`config.mk`:
```
export PLATFORM = sky130hd
export DESIGN_NAME = mmio_uart_tx
export DESIGN_NICKNAME = d
export VERILOG_FILES = /design/src/rtl/uart_pkg.sv /design/src/rtl/sync_fifo.sv /design/src/rtl/mmio_uart_tx.sv
export SDC_FILE = /design/constraint.sdc
export NUM_CORES = 1
export LEC_CHECK = 0
export CELL_PAD_IN_SITES_DETAIL_PLACEMENT = 0
export CELL_PAD_IN_SITES_GLOBAL_PLACEMENT = 1
export CORE_UTILIZATION = 41
export CTS_CLUSTER_SIZE = 14
export DETAILED_ROUTE_END_ITERATION = 7
export PLACE_DENSITY = 0.8
export REMOVE_ABC_BUFFERS = 1
export SYNTH_ARGS = -nofsm -noshare
export SYNTH_HDL_FRONTEND = slang
export SYNTH_HIERARCHICAL = 1
export SYNTH_SLANG_ARGS = --single-unit
```
`constraint.sdc`:
```
create_clock -name clk -period 3.1 [get_ports clk]
set_input_delay 0.62 -clock clk [delete_from_list [all_inputs] [get_ports clk]]
set_output_delay 0.62 -clock clk [all_outputs]
set_load 0.03 [all_outputs]
```
`src/rtl/uart_pkg.sv`:
```
// Shared types and constants for the memory-mapped UART transmitter.
// The RX path will reuse these later.
package uart_pkg;

  typedef enum logic [1:0] {
    IDLE  = 2'd0,
    START = 2'd1,
    DATA  = 2'd2,
    STOP  = 2'd3
  } tx_state_e;

  localparam logic [31:0] UART_TX_ADDR   = 32'hF6FF_F070;
  localparam logic [31:0] UART_STAT_ADDR = 32'hF6FF_F074;

  localparam int STAT_BUSY_BIT = 0;
  localparam int STAT_FULL_BIT = 1;
  localparam int STAT_OVF_BIT  = 2;
  localparam int STAT_CNT_LSB  = 8;

  // A depth-256 FIFO can hold 256 bytes, which does not fit the 8-bit field.
  function automatic logic [7:0] sat_count(input logic [8:0] cnt);
    return cnt[8] ? 8'hFF : cnt[7:0];
  endfunction

endpackage

```
`src/rtl/sync_fifo.sv`:
```
// Single-clock show-ahead FIFO with occupancy count; o_rdata is the head entry.
// Push when full and pop when empty are ignored.
module sync_fifo #(
  parameter int WIDTH = 8,
  parameter int DEPTH = 16,
  localparam int AW = $clog2(DEPTH),
  localparam int CW = AW + 1
) (
  input  logic             i_clk,
  input  logic             i_rst,
  input  logic             i_push,
  input  logic [WIDTH-1:0] i_wdata,
  input  logic             i_pop,
  output logic [WIDTH-1:0] o_rdata,
  output logic             o_full,
  output logic             o_empty,
  output logic [CW-1:0]    o_count
);

  logic [WIDTH-1:0] r_mem [DEPTH];
  logic [AW-1:0]    r_wptr;
  logic [AW-1:0]    r_rptr;
  logic [CW-1:0]    r_count;
  logic             w_push;
  logic             w_pop;

  assign o_full  = (r_count == CW'(DEPTH));
  assign o_empty = (r_count == '0);
  assign o_count = r_count;
  assign o_rdata = r_mem[r_rptr];
  assign w_push  = i_push && !o_full;
  assign w_pop   = i_pop && !o_empty;

  // Pointers wrap naturally since DEPTH is a power of two.
  always_ff @(posedge i_clk or posedge i_rst) begin
    if (i_rst) begin
      r_wptr  <= '0;
      r_rptr  <= '0;
      r_count <= '0;
    end else begin
      if (w_push) r_wptr <= r_wptr + 1'b1;
      if (w_pop)  r_rptr <= r_rptr + 1'b1;
      case ({w_push, w_pop})
        2'b10:   r_count <= r_count + 1'b1;
        2'b01:   r_count <= r_count - 1'b1;
        default: r_count <= r_count;
      endcase
    end
  end

  always_ff @(posedge i_clk) begin
    if (w_push) r_mem[r_wptr] <= i_wdata;
  end

endmodule

```
`src/rtl/mmio_uart_tx.sv`:
```
// MMIO UART transmitter: address decode, sticky overflow flag and an 8N1
// serialiser fed from a byte FIFO. Loads are answered combinationally.
module mmio_uart_tx
  import uart_pkg::*;
#(
  parameter logic [31:0] TX_ADDR      = UART_TX_ADDR,
  parameter logic [31:0] STAT_ADDR    = UART_STAT_ADDR,
  parameter int          CLKS_PER_BIT = 434,
  parameter int          FIFO_DEPTH   = 16
) (
  input  logic        clk,
  input  logic        rst,
  input  logic [31:0] mem_address,
  input  logic        mem_we,
  input  logic [31:0] mem_write_value,
  output logic        mmio_hit,
  output logic [31:0] mmio_rdata,
  output logic        txd,
  output logic        tx_busy
);

  localparam int BW = $clog2(CLKS_PER_BIT);
  localparam int CW = $clog2(FIFO_DEPTH) + 1;
  localparam logic [BW-1:0] BAUD_LAST = BW'(CLKS_PER_BIT - 1);

  logic          w_tx_sel;
  logic          w_stat_sel;
  logic          w_fifo_full;
  logic          w_fifo_empty;
  logic [CW-1:0] w_fifo_count;
  logic [7:0]    w_fifo_rdata;
  logic          w_pop;
  logic          w_baud_end;
  logic [31:0]   w_status;
  logic          w_unused_wdata;

  tx_state_e     r_state;
  tx_state_e     w_state_nxt;
  logic [BW-1:0] r_baud;
  logic [BW-1:0] w_baud_nxt;
  logic [2:0]    r_bit_idx;
  logic [2:0]    w_bit_idx_nxt;
  logic [7:0]    r_shift;
  logic [7:0]    w_shift_nxt;
  logic          r_ovf;

  assign w_tx_sel       = (mem_address == TX_ADDR);
  assign w_stat_sel     = (mem_address == STAT_ADDR);
  assign mmio_hit       = w_tx_sel || w_stat_sel;
  assign w_unused_wdata = ^mem_write_value[31:8];

  sync_fifo #(
    .WIDTH (8),
    .DEPTH (FIFO_DEPTH)
  ) u_fifo (
    .i_clk   (clk),
    .i_rst   (rst),
    .i_push  (mem_we && w_tx_sel),
    .i_wdata (mem_write_value[7:0]),
    .i_pop   (w_pop),
    .o_rdata (w_fifo_rdata),
    .o_full  (w_fifo_full),
    .o_empty (w_fifo_empty),
    .o_count (w_fifo_count)
  );

  // A store that finds the FIFO full is dropped and flagged; set beats clear.
  always_ff @(posedge clk or posedge rst) begin
    if (rst)                                              r_ovf <= 1'b0;
    else if (mem_we && w_tx_sel && w_fifo_full)           r_ovf <= 1'b1;
    else if (mem_we && w_stat_sel && mem_write_value[2])  r_ovf <= 1'b0;
  end

  always_comb begin
    w_status                             = '0;
    w_status[STAT_BUSY_BIT]              = tx_busy;
    w_status[STAT_FULL_BIT]              = w_fifo_full;
    w_status[STAT_OVF_BIT]               = r_ovf;
    w_status[STAT_CNT_LSB +: 8]          = sat_count(9'(w_fifo_count));
  end

  assign mmio_rdata = w_stat_sel ? w_status : 32'h0;

  always_ff @(posedge clk or posedge rst) begin
    if (rst) begin
      r_state   <= IDLE;
      r_baud    <= '0;
      r_bit_idx <= '0;
      r_shift   <= '0;
    end else begin
      r_state   <= w_state_nxt;
      r_baud    <= w_baud_nxt;
      r_bit_idx <= w_bit_idx_nxt;
      r_shift   <= w_shift_nxt;
    end
  end

  assign w_baud_end = (r_baud == BAUD_LAST);

  always_comb begin
    w_state_nxt   = r_state;
    w_baud_nxt    = r_baud + 1'b1;
    w_bit_idx_nxt = r_bit_idx;
    w_shift_nxt   = r_shift;
    w_pop         = 1'b0;
    case (r_state)
      IDLE: begin
        w_baud_nxt = '0;
        if (!w_fifo_empty) begin
          w_pop       = 1'b1;
          w_shift_nxt = w_fifo_rdata;
          w_state_nxt = START;
        end
      end
      START: begin
        if (w_baud_end) begin
          w_baud_nxt    = '0;
          w_bit_idx_nxt = '0;
          w_state_nxt   = DATA;
        end
      end
      DATA: begin
        if (w_baud_end) begin
          w_baud_nxt = '0;
          if (r_bit_idx == 3'd7) w_state_nxt   = STOP;
          else                   w_bit_idx_nxt = r_bit_idx + 1'b1;
        end
      end
      STOP: begin
        // Chain straight into the next start bit when more data is queued.
        if (w_baud_end) begin
          w_baud_nxt = '0;
          if (!w_fifo_empty) begin
            w_pop       = 1'b1;
            w_shift_nxt = w_fifo_rdata;
            w_state_nxt = START;
          end else begin
            w_state_nxt = IDLE;
          end
        end
      end
      default: w_state_nxt = IDLE;
    endcase
  end

  // Decoded from flops only, so reset forces the line idle immediately.
  assign txd     = (r_state == START) ? 1'b0 :
                   (r_state == DATA)  ? r_shift[r_bit_idx] : 1'b1;
  assign tx_busy = (r_state != IDLE) || !w_fifo_empty;

endmodule

```
==> results.tsv, run 1 <==
metric	value	unit
leakagePower	3.54	nW
nets	675	
end_kind	output pin	
yosysUniqueCellTypes	54	
postSynth.asyncResetShare	0.220	
clk_pin_slew_worst_paths	0.07	ns
r2r-start	r_baud[1]	
setup.worst_path.class	reg2out	
clock.fmax	334	MHz
r2r-end	u_fifo/o_count[4]	
cts_buffers	17	
grt_overflow_total	0	
power_density	515	mW/mm^2
status	finished, final reports clean	
rsz0062_at_grt	no	
rows	48	
period_minus_slack	2.99	ns
grt_max_degree	52	
worstPathMaxFanout	6	
grt_usage	0.170	
crit_path_start_kind	flop	
holdPathEnd	r_shift[0]	
wl	14800	um
num_vias	4301	
yosysWarningCount	6	
rr_worst_depth	15	
dp.cells	790	
ys.flop_type	edfxtp_1	
setup_viol	0	
layout-drive-gt1-share	0.234	
drt_iter0_drc	275	
synth.avg_cell_area	15.0	sq um
cts.sinks	164	
final_core_util	0.513	
portBuffers	53	
diodes	0	
synth_edf_count	128	
path_cells	mux4_2, mux2i_1, a21oi_1, clkdlybuf4s50_1	
cp_slowest_cell	clkdlybuf4s50_1	
finalNonFillerCells	827	
drt_pass1_iterations	6	
io_pins	102	
netlist_area	0.00745	sq mm
wl_per_cell	17.8	um
stdcell_area	0.00900	sq mm
drc	0	
critPathTopFamily	multiplexers	
cap_violations	0	
cp.arrival	2.37	ns
tightestPinTransition	0.868	ns
crit_cells	4	
min_from	r_shift[0]	
synthCells	497	
grt_pass1_wl	23400	um
place_area	0.00828	sq mm
cts_tree	done	
antenna_found_initial	0	
critPathMaxStageDelay	0.61	ns
slew_violations	0	
via_per_inst	5.20	
yosysSeqAreaShare	0.637	
fin_crit_sh	0.965	
hold_violations	0	
core	0.0175	sq mm
cts_max_path_buffers	2	
start_util	0.425	
gp_congestion	0.858	
relSlewSlack	0.421	
cp.required	2.48	ns
die_y	137	um
clk_latency	0.42	ns
hold_class	reg2reg	
root_buffer	clkbuf_16	
area_delta_synth_final	20.9	%
critical_path.n_buffers_inverters	1	
dpl.hpwl	10100	um
setup_ws	0.108	ns
max-vdd-ir-drop	0.387	mV
pre_cts_ws	-0.817	ns
r2r_setup_slack	0.17	ns
ant_nets	0	
hold_ws	0.512	ns
clock_skew	0.00758	ns
grt_pass1_vias	4291	
die_w	137	um
holdPathStages	1	
htreeDepth	4	
synth_seq_cells	164	
die_area	0.0187	sq mm
## power breakdown
group / internal, mW / switching, mW / total [mW]
Clock: 1.28 / 0.855 / 2.14
Sequential: 2.37 / 0.00000000199 / 2.37
Combinational: 0.0469 / 0.0824 / 0.129
Total: 3.70 / 0.937 / 4.64
## routing by layer
layer / routed length, um / part of all wire / track usage / vias up
met5: 0 / 0 / 0 / -
met4: 238 / 0.016 / 0.0562 / 0
li1: - / - / - / 2006
met1: 6430 / 0.44 / 0.223 / 2146
met3: 641 / 0.043 / 0.0352 / 19
met2: 7440 / 0.50 / 0.281 / 130
## cell type report
| cell class | instances | area, sq um |
|---|---|---|
| flip-flops and latches | 164 | 4750 |
| clock inverters | 13 | 173 |
| well taps | 225 | 282 |
| repair buffers | 96 | 838 |
| inverters | 19 | 73.8 |
| multi-input cells | 291 | 2460 |
| fillers | 1435 | 8530 |
| clock buffers | 19 | 433 |
## Yosys cell counts, drive strengths merged (2+ instances only)
master	instances	area [sq um]
a41oi	2	17.5
a22oi	8	60.1
mux2	18	236
ha	18	225
o31ai	2	15.0
nor3	6	30.0
nand2	25	101
nor2b	3	18.8
inv	19	71.3
xor2	4	35.0
a22o	3	26.3
clkbuf	5	18.8
nand4b	2	17.5
xnor2	13	114
a221oi	9	78.8
mux2i	26	260
nand2b	4	25.0
nand3	8	40.0
a21oi	13	65.1
and2	3	18.8
nor4	3	40.0
edfxtp	128	3840
mux4	18	405
buf	41	329
and3	7	43.8
dfrtp	36	901
o21ai	22	110
nand4	6	43.8
nor2	29	109
## worst max-delay path by stage
stage                        end  slack (ns)           start
2_1_floorplan  u_fifo/o_count[4]       -0.46  mem_address[8]
3_3_place_gp   u_fifo/o_count[4]       -0.69  mem_address[8]
3_5_place_dp   u_fifo/o_count[4]       -0.82  mem_address[8]
4_1_cts        u_fifo/o_count[4]       0.005  mem_address[8]
5_1_grt                      txd       0.001    r_bit_idx[0]
6_report                     txd        0.11    r_bit_idx[0]
## cells in the final DEF (no fill, tap or decap), types with 11 or more instances in the layout
master           count
mux4_2              18
nor2_1              29
clkdlybuf4s50_1     37
conb_1              24
inv_1               17
xnor2_1             13
mux2i_1             26
nand2_1             24
edfxtp_1           128
o21ai_0             21
clkbuf_16           17
a21oi_1             11
buf_4               51
ha_1                15
dfrtp_1             35
## timing repair
item                                    4_1_cts  5_1_grt
setup buffers                                 2        3
endpoints found under the setup margin        9        8
hold buffers                                  0        0
gates resized for setup                      22        7
pin swaps                                    12       14
## state kept, by name (all words and copies together), names as in the netlist
name            flops
r_state             2
u_fifo/r_rptr       4
u_fifo/r_mem      128
r_shift             8
r_ovf               1
u_fifo/r_wptr       4
r_bit_idx           3
r_baud              9
u_fifo/o_count      5
## metrics by stage
| stage | TNS [ns] | power [mW] |
|---|---|---|
| floorplan | -0.673 | 2.47 |
| global placement | -8.57 | 2.55 |
| detailed placement | -12.13 | 2.55 |
| CTS | 0 | 4.67 |
| global route | 0 | 4.77 |
| finish | 0 | 4.64 |
## cells by family after synthesis
family,share of synthesized area
fa+ha+maj,0.0329
other cells,0.000503
flops,0.637
mux,0.121
simple gates,0.0754
buf+inv,0.0563
compound gates,0.0568
xor+xnor,0.0200
No activity file was read; power rests on OpenSTA's default activity.
==> run 2, diff against run 1 <==
- CTS_BUF_LIST: unset -> sky130_fd_sc_hd__clkbuf_8 sky130_fd_sc_hd__clkbuf_16
==> run 2 against run 1 <==
  * Cell area did not move
  * Count of clock-buffer cells in the layout fell by 2
  * Sequential share of layout area did not move
  * Non-clock buffer count did not move
  * Utilization did not move
  * First-iteration DRC count did not move
  * Sequential cell count did not move
  * Clock power barely moved
  * Critical path type unchanged
  * Largest cell class unchanged
==> results.tsv, run 2 (synthesized netlist as in run 1, its figures left out) <==
metric	value	unit	change
cts_max_path_buffers	2		unchanged
rr_worst_depth	15		unchanged
grt_usage	0.170		unchanged
reg_top3	u_fifo/r_mem: 128 flops, r_baud: 9 flops, r_shift: 8 flops		
critPathMaxStageDelay	0.61	ns	about the same
top_register	u_fifo/r_mem		
setup_ws	0.108	ns	-0.00000300 ns
ant_nets	0		unchanged
p_clk_frac	0.460		about the same
hold_ws	0.512	ns	-0.00000100 ns
netSwitchingFraction	0.202		about the same
drc	0		unchanged
htreeDepth	4		unchanged
grt_overflow_total	0		unchanged
layout_common_cells	edfxtp_1, buf_4, clkdlybuf4s50_1		
drt_pass1_iterations	5		-1
grt_max_degree	52		unchanged
crit_path_start_kind	flop		
cap_violations	0		unchanged
clk_pin_slew_worst_paths	0.07	ns	about the same
fin_crit_sh	0.965		about the same
die_y	137	um	unchanged
gp_congestion	0.858		unchanged
status	finished, final reports clean		
cts_buffers	17		unchanged
cp.required	2.48	ns	about the same
path_cells	mux4_2, mux2i_1, a21oi_1, clkdlybuf4s50_1		
die_area	0.0187	sq mm	unchanged
hold_buffers	0		unchanged
grt_pass1_vias	4291		unchanged
worstPathMaxFanout	6		unchanged
dp.cells	790		unchanged
root_buffer	clkbuf_16		
start_util	0.425		unchanged
hold_violations	0		unchanged
wl	14700	um	about the same
end_kind	output pin		
switchingPower	0.936	mW	about the same
cp.arrival	2.37	ns	about the same
cts_tree	done		
pre_cts_ws	-0.817	ns	unchanged
num_vias	4294		-0.16%
setup.worst_path.class	reg2out		
die_w	137	um	unchanged
wl_per_cell	17.8	um	about the same
portBuffers	53		unchanged
cts.sinks	164		unchanged
p_int	3.70	mW	-0.18%
power_density	515	mW/mm^2	-0.15%
nets	675		unchanged
tightestPinTransition	0.868	ns	unchanged
rows	48		unchanged
diodes	0		unchanged
core	0.0175	sq mm	unchanged
clk_latency	0.42	ns	about the same
holdPathStages	1		unchanged
pwr-share-seq	0.512		about the same
slew_violations	0		unchanged
mostFrequentLayoutCell	edfxtp_1		
clock_skew	0.00758	ns	-0.0000000300 ns
finalNonFillerCells	827		unchanged
drt_iter0_drc	275		unchanged
n_fill_cell	1435		unchanged
clock.fmax	334	MHz	about the same
antenna_found_initial	0		unchanged
period_minus_slack	2.99	ns	+0.00000300 ns
hold_class	reg2reg		
io_pins	102		unchanged
setup_viol	0		unchanged
relSlewSlack	0.421		unchanged
leakagePower	3.55	nW	+0.23%
area_delta_synth_final	20.9	%	unchanged
rsz0062_at_grt	no		
dpl.hpwl	10100	um	unchanged
largest_register_ffs	128		unchanged
cp_slowest_cell	clkdlybuf4s50_1		
grt_pass1_wl	23400	um	unchanged
via_per_inst	5.19		-0.16%
pwr-share-comb	0.028		about the same
fin_tns_setup	0	ns	unchanged
layout-drive-gt1-share	0.234		unchanged
max-vdd-ir-drop	0.387	mV	about the same
==> run 2: cell types whose count changed in the layout (fill, tap and decap cells not counted) <==
cell      delta
clkbuf_1     -2
inv_1        +2
==> run 2: repair_timing <==
item | CTS | global route
pin swaps | 12 | 14
setup endpoints to repair | 9 | 8
gates resized for setup | 22 | 7
gates cloned | 0 | 0
buffers inserted | 2 | 3
==> run 2: area by class of cell <==
| type | count | area, sq um | area share |
|---|---|---|---|
| clock buffers | 17 | 425 | 0.0472 |
| clock inverters | 15 | 180 | 0.0200 |
| inverters | 19 | 73.8 | 0.00820 |
| multi-input cells | 291 | 2460 | 0.273 |
| flip-flops and latches | 164 | 4750 | 0.527 |
| well taps | 225 | 282 | 0.0313 |
| repair buffers | 96 | 838 | 0.0931 |
==> run 2: final timing paths <==
path	startpoint	to	slack, ns
setup / recovery	r_bit_idx[0]	txd	0.11
hold / removal	r_shift[0]	r_shift[0]	0.51
setup reg to reg	r_baud[1]	u_fifo/o_count[4]	0.17
hold reg to reg	r_shift[0]	r_shift[0]	0.51
max in group asynchronous	rst	r_ovf	1.85
min in group asynchronous	rst	u_fifo/r_rptr[3]	0.57
==> run 2: critical path: cells and delay by family, from the launching register on <==
family	cells	cell delay (ns)
mux	2	0.74
buf+inv	1	0.61
flops	1	0.50
compound gates	1	0.11
==> run 2: through the flow <==
step	utilization	power (mW)	cell area, sq um
after global routing	0.513	4.76	9000
after detailed placement	0.472	2.55	8280
after global placement	0.472	2.55	8280
after CTS	0.510	4.66	8950
final	0.513	4.63	9000
after floorplan	-	2.47	7190
==> run 2: per-layer routing <==
layer / up-vias / wire length [um] / GRT usage
met5: - / 0 / 0
met4: 0 / 238 / 0.0562
met3: 19 / 643 / 0.0352
met2: 130 / 7440 / 0.281
met1: 2139 / 6430 / 0.223
li1: 2006 / - / -
==> run 2: power groups by stage <==
| stage | combinational, mW | clock (mW) | sequential [mW] |
|---|---|---|---|
| after CTS | 0.130 | 2.16 | 2.37 |
| after global routing | 0.141 | 2.25 | 2.37 |
| after detailed placement | 0.131 | 0 | 2.42 |
| after global placement | 0.128 | 0 | 2.42 |
| final | 0.129 | 2.13 | 2.37 |
| after floorplan | 0.0488 | 0 | 2.42 |
==> run 3, diff against run 2 <==
- GPL_TIMING_DRIVEN: unset -> 0
- PLACE_DENSITY: 0.8 -> unset
- PLACE_DENSITY_LB_ADDON: unset -> 0.1
==> run 3 against run 2 <==
  * Clock power fell by 2%
  * Combinational power about the same
  * Die area is the same
==> results.tsv, run 3 (synthesized netlist as in run 1, its figures left out) <==
metric	value	unit	change
antenna_found_initial	0		unchanged
dp.cells	752		-4.8%
setup_ws	0.0258	ns	-0.0825 ns
start_util	0.425		unchanged
clock.fmax	325	MHz	-2.7%
drc	0		unchanged
slew_violations	0		unchanged
cts_max_path_buffers	2		unchanged
drt_pass1_iterations	4		-1
stdcell_area	0.00876	sq mm	-2.7%
end_kind	flop		
grt_max_degree	52		unchanged
hold_class	reg2reg		
hold_ws	0.509	ns	-0.00262 ns
grt_pass1_wl	23100	um	-1.3%
power_density	522	mW/mm^2	+1.5%
relSlewSlack	0.312		-0.108
cts.sinks	164		unchanged
dpl.hpwl	9890	um	-1.9%
ant_nets	0		unchanged
die_y	137	um	unchanged
wl_per_cell	18.9	um	+6.1%
crit_path_start_kind	primary input		
mostFrequentLayoutCell	edfxtp_1		
period_minus_slack	3.07	ns	+0.0825 ns
rows	48		unchanged
r2r-start	r_baud[1]		
nets	642		-4.9%
finalNonFillerCells	794		-4.0%
reg_top3	u_fifo/r_mem: 128 flops, r_baud: 9 flops, r_shift: 8 flops		
portBuffers	53		unchanged
layout_common_cells	edfxtp_1, clkdlybuf4s50_1, dfrtp_1		
n_fill_cell	1514		+5.5%
seqCellArea	0.00475	sq mm	about the same
cp.required	3.41	ns	+0.93 ns
die_area	0.0187	sq mm	unchanged
hold_violations	0		unchanged
pre_cts_ws	-1.23	ns	-0.411 ns
status	finished, final reports clean		
root_buffer	clkbuf_16		
rsz0062_at_grt	yes		
tightestPinTransition	1.03	ns	+0.163 ns
grt_usage	0.172		+0.00250
layout-drive-gt1-share	0.207		-0.0268
via_per_inst	5.23		+0.74%
top_register	u_fifo/r_mem		
setup.worst_path.class	in2reg		
htreeDepth	4		unchanged
num_vias	4153		-3.3%
final_core_util	0.500		-0.0136
multiInputGateArea	0.00251	sq mm	+2.0%
core	0.0175	sq mm	unchanged
setup_viol	0		unchanged
area_delta_synth_final	17.7	%	
largest_register_ffs	128		unchanged
hold_buffers	0		unchanged
grt_pass1_vias	4114		-4.1%
cp.arrival	3.38	ns	+1.01 ns
diodes	0		unchanged
leakagePower	3.38	nW	-4.8%
clk_latency	0.42	ns	about the same
wl	15000	um	+1.9%
place_area	0.00800	sq mm	-3.3%
worstPathMaxFanout	4		-2
drt_iter0_drc	197		-28%
cts_buffers	17		unchanged
grt_overflow_total	0		unchanged
min_from	r_shift[7]		
max-vdd-ir-drop	0.379	mV	-2.0%
cap_violations	0		unchanged
startpoint	mem_address[10]		
fin_crit_sh	0.992		+0.0266
clk_pin_slew_worst_paths	0.07	ns	about the same
die_w	137	um	unchanged
cts_tree	done		
clock_skew	0.0105	ns	+0.00296 ns
gp_congestion	0.744		-13%
io_pins	102		unchanged
[run 3: cell count changes in the layout (fill, tap and decap cells not counted), sizes merged, moves of 2 or more]
| cell | previous run | this run |
|---|---|---|
| buf | 52 | 15 |
| clkbuf | 17 | 22 |
| bufinv | 3 | 1 |
| clkdlybuf4s15 | 0 | 2 |
| clkinv | 3 | 5 |
| clkinvlp | 2 | 0 |
[run 3: worst max-delay path: stages]
cell and delay (ns):
dlygate4sd2_1 0.23, or4b_4 0.54, nor4_4 0.30, nand3_1 0.10, nor2_1 0.10, and2_4 0.19
inv_2 0.05, ha_4 0.18, ha_4 0.24, nor2b_4 0.12, o21ai_2 0.14, a21oi_1 0.08
or3b_1 0.37, xnor2_1 0.13
[run 3: layout make-up]
type / count / area share
clock inverters: 13 / 0.0160
multi-input cells: 291 / 0.286
well taps: 225 / 0.0321
flip-flops and latches: 164 / 0.542
clock buffers: 19 / 0.0517
inverters: 19 / 0.00842
repair buffers: 63 / 0.0638
[run 3: power breakdown]
part           total [mW]  internal, mW  switching [mW]
registers            2.37          2.37   0.00000000221
clock network        2.08          1.18           0.895
logic               0.129        0.0456          0.0831
[run 3: routing by layer]
layer | up-vias | GRT usage | part of all wire
met5 | - | 0 | 0
met4 | 0 | 0.0433 | 0.0066
met3 | 9 | 0.0459 | 0.041
li1 | 1949 | - | -
met1 | 2097 | 0.219 | 0.45
met2 | 98 | 0.292 | 0.50
[run 3: metrics by stage]
stage	power (mW)	setup TNS, ns
floorplan	2.47	-0.673
global placement	2.55	-131.55
detailed placement	2.55	-120.53
CTS	4.64	0
global route	4.74	-0.0877
finish	4.58	0
[run 3: what timing repair did]
item / CTS / global route
resized for setup: 57 / 25
cloned: 0 / 0
buffers inserted: 8 / 2
setup endpoints to repair: 141 / 46
pin swaps: 14 / 6
[run 3: path summary, 6_finish.rpt]
check | endpoint | slack (ns) | depth (start not counted)
max | u_fifo/o_count[4] | 0.03 | 14
min reg2reg | r_shift[7] | 0.51 | 1
max reg2reg | u_fifo/o_count[4] | 0.09 | 15
max in group asynchronous | r_baud[0] | 1.82 | 2
min | r_shift[7] | 0.51 | 1
min in group asynchronous | u_fifo/o_count[1] | 0.59 | 2
